## config.mk

```make
export PLATFORM = sky130hd
export DESIGN_NAME = vga_disp_pipe
export DESIGN_NICKNAME = d
export VERILOG_FILES = /design/src/rtl/vga_pkg.sv /design/src/rtl/vga_timing_gen.sv /design/src/rtl/vga_disp_pipe.sv
export SDC_FILE = /design/constraint.sdc
export NUM_CORES = 1
export LEC_CHECK = 0
export CORE_ASPECT_RATIO = 0.75
export CORE_MARGIN = 3
export CORE_UTILIZATION = 42
export CTS_CLUSTER_SIZE = 40
export DETAILED_ROUTE_END_ITERATION = 8
export GPL_ROUTABILITY_DRIVEN = 0
export PLACE_DENSITY = 0.71
export SKIP_LAST_GASP = 1
export SLEW_MARGIN = 20
export SYNTH_ARGS = -nofsm -noshare
export SYNTH_HDL_FRONTEND = slang
export SYNTH_SLANG_ARGS = --single-unit
```

## constraint.sdc

```tcl
create_clock -name clk -period 6.2 [get_ports clk]
set_input_delay 1.55 -clock clk [delete_from_list [all_inputs] [get_ports clk]]
set_output_delay 1.55 -clock clk [all_outputs]
set_load 0.005 [all_outputs]
```

## src/rtl/vga_pkg.sv

```systemverilog
// Shared definitions for the VGA display back-end.
// - Default timing constants for 640x480@60 and 800x600@60.
// - Helper functions that derive the total line/frame lengths.
// - Output mode encoding and the record carried down the pixel delay line.
package vga_pkg;

    // 640x480@60 (25.175 MHz pixel clock)
    localparam int VGA640_H_ACTIVE = 640;
    localparam int VGA640_H_FP     = 16;
    localparam int VGA640_H_SYNC   = 96;
    localparam int VGA640_H_BP     = 48;
    localparam int VGA640_V_ACTIVE = 480;
    localparam int VGA640_V_FP     = 10;
    localparam int VGA640_V_SYNC   = 2;
    localparam int VGA640_V_BP     = 33;

    // 800x600@60 (40 MHz pixel clock)
    localparam int SVGA800_H_ACTIVE = 800;
    localparam int SVGA800_H_FP     = 40;
    localparam int SVGA800_H_SYNC   = 128;
    localparam int SVGA800_H_BP     = 88;
    localparam int SVGA800_V_ACTIVE = 600;
    localparam int SVGA800_V_FP     = 1;
    localparam int SVGA800_V_SYNC   = 4;
    localparam int SVGA800_V_BP     = 23;

    typedef enum logic [1:0] {
        MODE_PASS  = 2'd0,
        MODE_BARS  = 2'd1,
        MODE_SOLID = 2'd2,
        MODE_BLACK = 2'd3
    } mode_e;

    // One pixel's timing information as it travels towards the pins.
    typedef struct packed {
        logic       hs;
        logic       vs;
        logic       von;
        logic [9:0] h;
    } pix_info_t;

    function automatic int h_total(input int active, input int fp, input int sync, input int bp);
        return active + fp + sync + bp;
    endfunction

    function automatic int v_total(input int active, input int fp, input int sync, input int bp);
        return active + fp + sync + bp;
    endfunction

endpackage

```

## src/rtl/vga_timing_gen.sv

```systemverilog
// VGA timing generator: pixel-tick divider, horizontal/vertical counters,
// raw (active-high) sync flags, video_on and the frame start pulse.
// Ports:
//   clk, rst           system clock, asynchronous active-low reset
//   p_tick_o           one-clk pixel enable
//   h_o, v_o           current pixel coordinates
//   video_on_o         coordinates lie inside the visible area
//   hsync_raw_o        h inside the horizontal sync interval (active high)
//   vsync_raw_o        v inside the vertical sync interval (active high)
//   frame_start_o      p_tick at h = v = 0
module vga_timing_gen
    import vga_pkg::*;
#(
    parameter int TICK_DIV = 4,
    parameter int H_ACTIVE = VGA640_H_ACTIVE,
    parameter int H_FP     = VGA640_H_FP,
    parameter int H_SYNC   = VGA640_H_SYNC,
    parameter int H_BP     = VGA640_H_BP,
    parameter int V_ACTIVE = VGA640_V_ACTIVE,
    parameter int V_FP     = VGA640_V_FP,
    parameter int V_SYNC   = VGA640_V_SYNC,
    parameter int V_BP     = VGA640_V_BP
) (
    input  logic       clk,
    input  logic       rst,
    output logic       p_tick_o,
    output logic [9:0] h_o,
    output logic [9:0] v_o,
    output logic       video_on_o,
    output logic       hsync_raw_o,
    output logic       vsync_raw_o,
    output logic       frame_start_o
);

    localparam int H_TOTAL = h_total(H_ACTIVE, H_FP, H_SYNC, H_BP);
    localparam int V_TOTAL = v_total(V_ACTIVE, V_FP, V_SYNC, V_BP);
    localparam int DIV_W   = (TICK_DIV > 1) ? $clog2(TICK_DIV) : 1;

    localparam logic [DIV_W-1:0] DIV_LAST = DIV_W'(TICK_DIV - 1);
    localparam logic [9:0] H_LAST   = 10'(H_TOTAL - 1);
    localparam logic [9:0] V_LAST   = 10'(V_TOTAL - 1);
    localparam logic [9:0] H_VIS    = 10'(H_ACTIVE);
    localparam logic [9:0] V_VIS    = 10'(V_ACTIVE);
    localparam logic [9:0] HS_FIRST = 10'(H_ACTIVE + H_FP);
    localparam logic [9:0] HS_LAST  = 10'(H_ACTIVE + H_FP + H_SYNC - 1);
    localparam logic [9:0] VS_FIRST = 10'(V_ACTIVE + V_FP);
    localparam logic [9:0] VS_LAST  = 10'(V_ACTIVE + V_FP + V_SYNC - 1);

    if (H_TOTAL > 1024 || V_TOTAL > 1024) begin : g_chk_total
        $error("vga_timing_gen: H_TOTAL and V_TOTAL must fit 10-bit counters");
    end
    if (TICK_DIV < 1) begin : g_chk_div
        $error("vga_timing_gen: TICK_DIV must be at least 1");
    end

    logic [DIV_W-1:0] div_q, div_d;
    logic [9:0]       h_q, h_d;
    logic [9:0]       v_q, v_d;
    logic             tick;

    // Gating with rst keeps p_tick low while reset is held, which matters
    // for TICK_DIV = 1 where the divider compare is constantly true.
    assign tick = rst & (div_q == DIV_LAST);

    always_comb begin
        div_d = (div_q == DIV_LAST) ? '0 : div_q + DIV_W'(1);
        h_d   = h_q;
        v_d   = v_q;
        if (tick) begin
            if (h_q == H_LAST) begin
                h_d = '0;
                v_d = (v_q == V_LAST) ? 10'd0 : v_q + 10'd1;
            end else begin
                h_d = h_q + 10'd1;
            end
        end
    end

    always_ff @(posedge clk or negedge rst) begin
        if (!rst) begin
            div_q <= '0;
            h_q   <= '0;
            v_q   <= '0;
        end else begin
            div_q <= div_d;
            h_q   <= h_d;
            v_q   <= v_d;
        end
    end

    assign p_tick_o      = tick;
    assign h_o           = h_q;
    assign v_o           = v_q;
    assign video_on_o    = (h_q < H_VIS) && (v_q < V_VIS);
    assign hsync_raw_o   = (h_q >= HS_FIRST) && (h_q <= HS_LAST);
    assign vsync_raw_o   = (v_q >= VS_FIRST) && (v_q <= VS_LAST);
    assign frame_start_o = tick && (h_q == 10'd0) && (v_q == 10'd0);

endmodule

```

## src/rtl/vga_disp_pipe.sv

```systemverilog
// VGA display back-end: timing generation, coordinate export to an external
// graphics generator, a PIPE_LAT-tick delay line that realigns sync/blanking
// with the generator's colour, test-pattern selection and registered pins.
// Ports:
//   clk, rst                 system clock, asynchronous active-low reset
//   mode                     0 pass rgb_in, 1 colour bars, 2 fg_color, 3 black
//   fg_color                 solid colour for mode 2
//   rgb_in                   generator colour, PIPE_LAT ticks behind pixel_x/y
//   p_tick                   one-clk pixel enable
//   pixel_x, pixel_y         undelayed pixel coordinates
//   video_on                 undelayed visible-area flag
//   frame_start              one-clk pulse at the first pixel of a frame
//   hsync, vsync, rgb        registered pin outputs, mutually aligned
module vga_disp_pipe
    import vga_pkg::*;
#(
    parameter int   RGB_W    = 12,
    parameter int   TICK_DIV = 4,
    parameter int   H_ACTIVE = VGA640_H_ACTIVE,
    parameter int   H_FP     = VGA640_H_FP,
    parameter int   H_SYNC   = VGA640_H_SYNC,
    parameter int   H_BP     = VGA640_H_BP,
    parameter int   V_ACTIVE = VGA640_V_ACTIVE,
    parameter int   V_FP     = VGA640_V_FP,
    parameter int   V_SYNC   = VGA640_V_SYNC,
    parameter int   V_BP     = VGA640_V_BP,
    parameter int   PIPE_LAT = 2,
    parameter logic SYNC_POL = 1'b0
) (
    input  logic             clk,
    input  logic             rst,
    input  logic [1:0]       mode,
    input  logic [RGB_W-1:0] fg_color,
    input  logic [RGB_W-1:0] rgb_in,
    output logic             p_tick,
    output logic [9:0]       pixel_x,
    output logic [9:0]       pixel_y,
    output logic             video_on,
    output logic             frame_start,
    output logic             hsync,
    output logic             vsync,
    output logic [RGB_W-1:0] rgb
);

    localparam int FIELD_W = RGB_W / 3;
    localparam logic [9:0] BAR_DIV = 10'(H_ACTIVE / 8);

    if (RGB_W % 3 != 0 || RGB_W < 3) begin : g_chk_rgb
        $error("vga_disp_pipe: RGB_W must be a positive multiple of 3");
    end
    if (H_ACTIVE < 8) begin : g_chk_bars
        $error("vga_disp_pipe: H_ACTIVE must allow eight colour bars");
    end
    if (PIPE_LAT < 0) begin : g_chk_lat
        $error("vga_disp_pipe: PIPE_LAT must not be negative");
    end

    logic      hs_raw, vs_raw;
    pix_info_t pix_raw, pix_dly;

    vga_timing_gen #(
        .TICK_DIV (TICK_DIV),
        .H_ACTIVE (H_ACTIVE),
        .H_FP     (H_FP),
        .H_SYNC   (H_SYNC),
        .H_BP     (H_BP),
        .V_ACTIVE (V_ACTIVE),
        .V_FP     (V_FP),
        .V_SYNC   (V_SYNC),
        .V_BP     (V_BP)
    ) u_timing (
        .clk           (clk),
        .rst           (rst),
        .p_tick_o      (p_tick),
        .h_o           (pixel_x),
        .v_o           (pixel_y),
        .video_on_o    (video_on),
        .hsync_raw_o   (hs_raw),
        .vsync_raw_o   (vs_raw),
        .frame_start_o (frame_start)
    );

    assign pix_raw = '{hs: hs_raw, vs: vs_raw, von: video_on, h: pixel_x};

    // Delay line: reset contents are the inactive state (no sync, blanked).
    if (PIPE_LAT == 0) begin : g_no_delay
        assign pix_dly = pix_raw;
    end else begin : g_delay
        pix_info_t line_q [PIPE_LAT];

        always_ff @(posedge clk or negedge rst) begin
            if (!rst) begin
                line_q <= '{default: '0};
            end else if (p_tick) begin
                line_q[0] <= pix_raw;
                for (int i = 1; i < PIPE_LAT; i++) begin
                    line_q[i] <= line_q[i-1];
                end
            end
        end

        assign pix_dly = line_q[PIPE_LAT-1];
    end

    mode_e            mode_q, mode_eff;
    logic [9:0]       bar_idx;
    logic [2:0]       bar_k;
    logic [RGB_W-1:0] colour_sel;
    logic [RGB_W-1:0] rgb_q, rgb_d;
    logic             hs_q, hs_d;
    logic             vs_q, vs_d;

    always_comb begin
        // The new frame's mode is forwarded on the frame_start tick so that
        // with PIPE_LAT = 0 pixel 0 already uses it; with PIPE_LAT > 0 the
        // pixels leaving on that tick are vertical blanking anyway.
        mode_eff = frame_start ? mode_e'(mode) : mode_q;

        bar_idx = pix_dly.h / BAR_DIV;
        bar_k   = (bar_idx > 10'd7) ? 3'd7 : bar_idx[2:0];

        colour_sel = '0;
        case (mode_eff)
            MODE_PASS:  colour_sel = rgb_in;
            MODE_BARS:  colour_sel = {{FIELD_W{bar_k[2]}}, {FIELD_W{bar_k[1]}}, {FIELD_W{bar_k[0]}}};
            MODE_SOLID: colour_sel = fg_color;
            default:    colour_sel = '0;
        endcase

        rgb_d = pix_dly.von ? colour_sel : '0;
        hs_d  = pix_dly.hs ? SYNC_POL : ~SYNC_POL;
        vs_d  = pix_dly.vs ? SYNC_POL : ~SYNC_POL;
    end

    always_ff @(posedge clk or negedge rst) begin
        if (!rst) begin
            mode_q <= MODE_BLACK;
            rgb_q  <= '0;
            hs_q   <= ~SYNC_POL;
            vs_q   <= ~SYNC_POL;
        end else begin
            if (frame_start) begin
                mode_q <= mode_e'(mode);
            end
            if (p_tick) begin
                rgb_q <= rgb_d;
                hs_q  <= hs_d;
                vs_q  <= vs_d;
            end
        end
    end

    assign rgb   = rgb_q;
    assign hsync = hs_q;
    assign vsync = vs_q;

endmodule

```

==> impl_metrics.toml, run 1 <==
[run_status]
status = "finished clean"

[yosys]
synthCells = 295
synth_most_common_cell = "nand2_1"
yosysTopAreaCellShare_pct = 46.4
synth_seq_area_share_pct = 50.2
synth_area_leader_cell = "dfrtp_1"
syn_avg_cell_area_sq_um = 9.50
async_reset_ff_share_pct = 100
synth_fp_nets = 329
synth_edf_count = 0
netlist_top_cells_count = "72 x nand2_1, 52 x dfrtp_1, 19 x o21ai_0"
synth_ff_type = "dfrtp_1"
netlist_area_sq_mm = 0.00280
ys_top_cells_by_area = "dfrtp_1 46%, nand2_1 9.6%, dfstp_2 3.8%, o21ai_0 3.4%, mux2i_1 3.2%"
yosysWarnings = 0
ys_types = 43
synth-seq-cells = 56

[power]
leakage_nw = 1.58
clkPwrFrac_pct = 27.0
swShare_pct = 26.5
power_mw = 0.751
pwr_density_cell_mw_per_mm2 = 211
ir_drop_uv = 99.7
p_sw_mw = 0.199
pwr-share-comb_pct = 16.2
power.internal_mw = 0.552
seq_power_share_pct = 56.8

[sta]
worstMarginPinSlew_ps = 700
finalCritPeriodShare_pct = 69.7
rsz0062_at_grt = "no"
drv_slew = 0
period_needed_ps = 4320
finalClockSkew_ps = 8.48
fin_tns_setup_ps = 0
setup_viol = 0
hold_viol_final = 0
max_slew_margin_pct = 53.4
max_freq_mhz = 231

[clock_tree]
clock-root-buffer = "clkbuf_8"
cts_buffers = 5
postCtsHoldBufs = 0
postCtsResizedCells = 0
cts_tree = "built"
cts.clk_slew.worst_paths_ps = 90
cts.sinks = 56
clockBufferDepth = 2
clk_latency_ps = 310
h-tree-depth = 2
post_cts_buffers = 0

[placement]
port_buffers = 64
placed_cells = 424
dpl.hpwl_microns = 4350

[route]
drt-initial-drc-count = 118
vias = 2279
drt-total-wl_microns = 6100
drc_errors = 0
wire_per_inst_microns = 14.1
ant_nets = 0
firstDrtPassIters = 4
vias_per_cell = 5.28

[final_layout]
antennaDiodeCount = 0
drive_gt1_share_pct = 8.55
fillers = 577
final-seq-area_sq_mm = 0.00141
layout.cells.non_filler = 432
multi_input_area_sq_mm = 0.00128
syn2layout_area_growth_pct = 27.4
nets = 384

[die]
core.rowCount = 25
die_y_microns = 76.7
io_pins = 65
die_x_microns = 100
dieArea_sq_mm = 0.00770
initial_core_util_pct = 43.9
core_area_sq_mm = 0.00638

[worst_setup_path]
worstPathRequired_ps = 4650
slowest_delay_ps = 550
rrSetupSlack_ps = 3540
path_cells = "buf_2 -> and3b_1 -> nand4_1 -> nor2_4 -> clkdlybuf4s50_1"
cp-end-kind = "output port"
critPathLaunchType = "input pin"
critPathMaxFanout = 4
path_class = "input pin to output port"
cp_slowest_cell = "clkdlybuf4s50_1"
crit_arrival_ps = 2770

[global_routing]
grt_util_all_layers_pct = 16.9
grt_pass1_wl_microns = 10600
grt_max_degree = 57
antenna_found_initial = 0
grt_overflow = 0
grt_pass1_vias = 2191

[min_path]
worstHoldPathType = "flop to flop"

[run]
drv_cap = 0
path summary, 6_finish.rpt:
path,endpoint,cells after the start,start
min in group asynchronous,g_delay.line_q[23],1,rst
max in group asynchronous,u_timing.h_o[0],2,rst
max,frame_start,5,rst
min reg2reg,u_timing.div_q[0],1,u_timing.div_q[0]
min,u_timing.div_q[0],1,u_timing.div_q[0]
max reg2reg,rgb[11],8,u_timing.h_o[0]
cells in the final DEF, fill, tap and decap left out, types with 3 or more instances in the layout:
cell type        synthesis  final
xnor2_1                  6      6
o211ai_1                 8      8
nand4_1                  7      7
xor2_1                   4      4
nand3_1                 12     12
nor2_1                  17     17
o31ai_1                  3      3
ha_1                     6      6
o21ai_0                 19     19
buf_4                    0      3
inv_1                    8      8
dfrtp_1                 52     52
dfstp_2                  4      4
a31oi_1                  4      4
mux2i_1                  9      9
a21oi_1                  6      6
mux2_2                   6      6
clkbuf_8                 0      5
a221o_1                  4      4
clkdlybuf4s50_1          0     63
nand2_1                 72     72
critical path: cells and delay by family:
| kind | cells | cell delay, ps |
|---|---|---|
| buffers and inverters | 2 | 680 |
| and+or+nand+nor | 3 | 540 |
cells by family (layout without fill, tap and decap cells):
kind of cell,count (synthesis),count (layout),synth area share [%]
AND/OR/NAND/NOR,130,130,21.8
multiplexers,17,17,6.65
adder cells (fa/ha/maj),6,6,2.68
flip-flops,56,56,50.2
XOR/XNOR,10,10,3.13
AO/OA/AOI/OAI,49,49,11.2
buffers and inverters,27,83,4.33
through the flow:
stage | setup WS [ps] | hold slack, ps | utilization [%] | cell area, sq um
final | 1880 | 429 | 55.9 | 3570
after floorplan | 2350 | 403 | - | 2800
after detailed placement | 1880 | 419 | 54.4 | 3470
after CTS | 1890 | 433 | 55.8 | 3560
after global routing | 1820 | 445 | 55.9 | 3570
after global placement | 1920 | 412 | 54.4 | 3470
cell type report:
| type | instances | share of cell area, % |
|---|---|---|
| Sequential cell | 56 | 39.4 |
| Multi-Input combinational cell | 212 | 35.9 |
| Timing Repair Buffer | 67 | 18.4 |
| Tap cell | 81 | 2.84 |
| Clock buffer | 5 | 1.93 |
| Inverter | 8 | 0.841 |
| Clock inverter | 3 | 0.631 |
flip-flops by register name (all words and copies together) (netlist names):
| register | cells |
|---|---|
| g_delay.line_q | 18 |
| vsync | 1 |
| u_timing.v_o | 10 |
| u_timing.h_o | 10 |
| rgb | 12 |
| mode_q | 2 |
| u_timing.div_q | 2 |
| hsync | 1 |
power groups by stage:
stage / Combinational (mW) / Sequential [mW] / Clock, mW
6_report: 0.122 / 0.427 / 0.203
5_1_grt: 0.135 / 0.432 / 0.225
4_1_cts: 0.124 / 0.427 / 0.211
3_5_place_dp: 0.124 / 0.432 / 0
3_3_place_gp: 0.122 / 0.433 / 0
2_1_floorplan: 0.0515 / 0.423 / 0
layer usage:
metal | up-vias | share of wire, % | GRT usage, %
li1 | 1124 | - | -
met5 | - | 0 | 0
met4 | 0 | 1.0 | 4.85
met1 | 1086 | 50 | 26.5
met2 | 64 | 42 | 23.3
met3 | 5 | 6.4 | 3.36
(Power assumes the default switching activity.)
==> run 2, diff against run 1 <==
--- a/config.mk
+++ b/config.mk
@@ -11,7 +11,7 @@
 export CTS_CLUSTER_SIZE = 40
 export DETAILED_ROUTE_END_ITERATION = 8
 export GPL_ROUTABILITY_DRIVEN = 0
-export PLACE_DENSITY = 0.71
+export PLACE_DENSITY = 0.74
 export SKIP_LAST_GASP = 1
 export SLEW_MARGIN = 20
 export SYNTH_ARGS = -nofsm -noshare
==> constraint.sdc (replaced) <==
create_clock -name clk -period 3.8 [get_ports clk]
set_input_delay 0.95 -clock clk [delete_from_list [all_inputs] [get_ports clk]]
set_output_delay 0.95 -clock clk [all_outputs]
set_load 0.005 [all_outputs]
==> run 2 against run 1 <==
Compared with the run above:
- die area stayed put
- global-route usage is 1.0 points higher
- largest power group unchanged
- routed wire length rose by 5.4%
- clock skew about the same
- clock-buffer cell count increased by 2
- sequential power grew 63%
- non-clock buffer count grew 2
- combinational power rose by 65%
- first-iteration DRC count fell by 9.3%
- largest cell class unchanged
- core utilization up 0.14 points
==> impl_metrics.toml, run 2 (synthesis gave the netlist of run 1 again) <==
[run_status]
status = "finished clean"

[worst_setup_path]
cp-end-kind = "output port"
rrSetupSlack_ps = 1080
crit_arrival_ps = 2170
worstReg2RegStart = "u_timing.h_o[8]"
r2r_cells = 6
path_class = "input pin to output port"
critPathLaunchType = "input pin"
slowest_delay_ps = 540
path_cells = "buf_2 -> and3b_1 -> nand4_1 -> nor2_4 -> clkdlybuf4s50_1"
worstPathRequired_ps = 2850
critPathMaxFanout = 4
cp_slowest_cell = "clkdlybuf4s50_1"
r2r_end = "rgb[8]"

[power]
leakage_nw = 1.59
pwr_density_cell_mw_per_mm2 = 344
ir_drop_uv = 193

[clock_tree]
clk_latency_ps = 310
clock-root-buffer = "clkbuf_8"
cts.clk_slew.worst_paths_ps = 100
cts_tree = "built"
h-tree-depth = 2
postCtsHoldBufs = 0
post_cts_buffers = 0
clockBufferDepth = 2
cts.sinks = 56
cts_buffers = 5
postCtsResizedCells = 0

[die]
dieArea_sq_mm = 0.00770
die_y_microns = 76.7
core.rowCount = 25
io_pins = 65
die_x_microns = 100
initial_core_util_pct = 43.9
core_area_sq_mm = 0.00638

[route]
drt-total-wl_microns = 6430
drt-initial-drc-count = 107
vias = 2310
wire_per_inst_microns = 14.8
ant_nets = 0
drc_errors = 0
vias_per_cell = 5.32
firstDrtPassIters = 4

[global_routing]
grt_pass1_wl_microns = 11300
grt_pass1_vias = 2332
grt_overflow = 0
grt_util_all_layers_pct = 17.9
antenna_found_initial = 0
grt_max_degree = 34

[final_layout]
antennaDiodeCount = 0
final_core_util_pct = 56.1
syn2layout_area_growth_pct = 27.7
fillers = 593
drive_gt1_share_pct = 8.78
nets = 386
final_common_cell = "nand2_1"
layout_common_cells = "72 x nand2_1, 63 x clkdlybuf4s50_1, 52 x dfrtp_1"
largest_reg_flops = 18
regMostFlops = "g_delay.line_q"

[run]
drv_cap = 0

[sta]
fin_tns_setup_ps = 0
finalCritPeriodShare_pct = 82.0
max_slew_margin_pct = 49.2
hold_viol_final = 0
drv_slew = 0
worstMarginPinSlew_ps = 747
finalClockSkew_ps = 8.93
max_freq_mhz = 321
setup_viol = 0
rsz0062_at_grt = "no"
period_needed_ps = 3120

[placement]
dpl.hpwl_microns = 4730
port_buffers = 64

[min_path]
whs_path_depth = 1
hold_end = "u_timing.div_q[0]"
min_from = "u_timing.div_q[0]"
worstHoldPathType = "flop to flop"
run 2: where the power goes:
part           switching (mW)  internal (mW)  total (mW)
Combinational          0.0695          0.132       0.201
Clock                   0.187          0.149       0.336
Sequential             0.0567          0.637       0.694
Total                   0.313          0.917        1.23
run 2: cell type report:
| class | instances | area [sq um] | area share [%] |
|---|---|---|---|
| Clock buffer | 7 | 86.3 | 2.41 |
| Clock inverter | 1 | 7.51 | 0.210 |
| Inverter | 8 | 30.0 | 0.839 |
| Multi-Input combinational cell | 212 | 1270 | 35.6 |
| Sequential cell | 56 | 1410 | 39.3 |
| Tap cell | 81 | 101 | 2.83 |
| Timing Repair Buffer | 69 | 673 | 18.8 |
run 2: per-stage QoR:
stage / power [mW] / instance area [sq um] / cells / hold slack, ps / worst slack, ps
6_report: 1.23 / 3580 / 434 / 434 / 684
5_1_grt: 1.30 / 3580 / 434 / 465 / 645
4_1_cts: 1.24 / 3580 / 434 / 436 / 692
3_5_place_dp: 0.912 / 3480 / 426 / 419 / 635
3_3_place_gp: 0.906 / 3480 / 426 / 413 / 714
2_1_floorplan: 0.773 / 2800 / 295 / 403 / 1150
run 2: critical path, delay by kind of cell:
kind	cells	cell delay, ps
buffers and inverters	2	640
and+or+nand+nor	3	560
run 2: worst max-delay path by stage:
stage / from / endpoint / slack, ps
after CTS: rst / frame_start / 690
final: rst / frame_start / 680
after global routing: rst / frame_start / 650
after floorplan: rst / rgb[10] / 1150
after global placement: rst / frame_start / 710
after detailed placement: rst / rgb[8] / 640
run 2: layer usage:
| layer | up-vias | part of all wire [%] | GRT usage [%] |
|---|---|---|---|
| met2 | 51 | 45 | 26.1 |
| met5 | - | 0 | 0 |
| met4 | 0 | 0.42 | 3.63 |
| met1 | 1126 | 51 | 28.0 |
| met3 | 2 | 4.0 | 3.00 |
| li1 | 1131 | - | - |
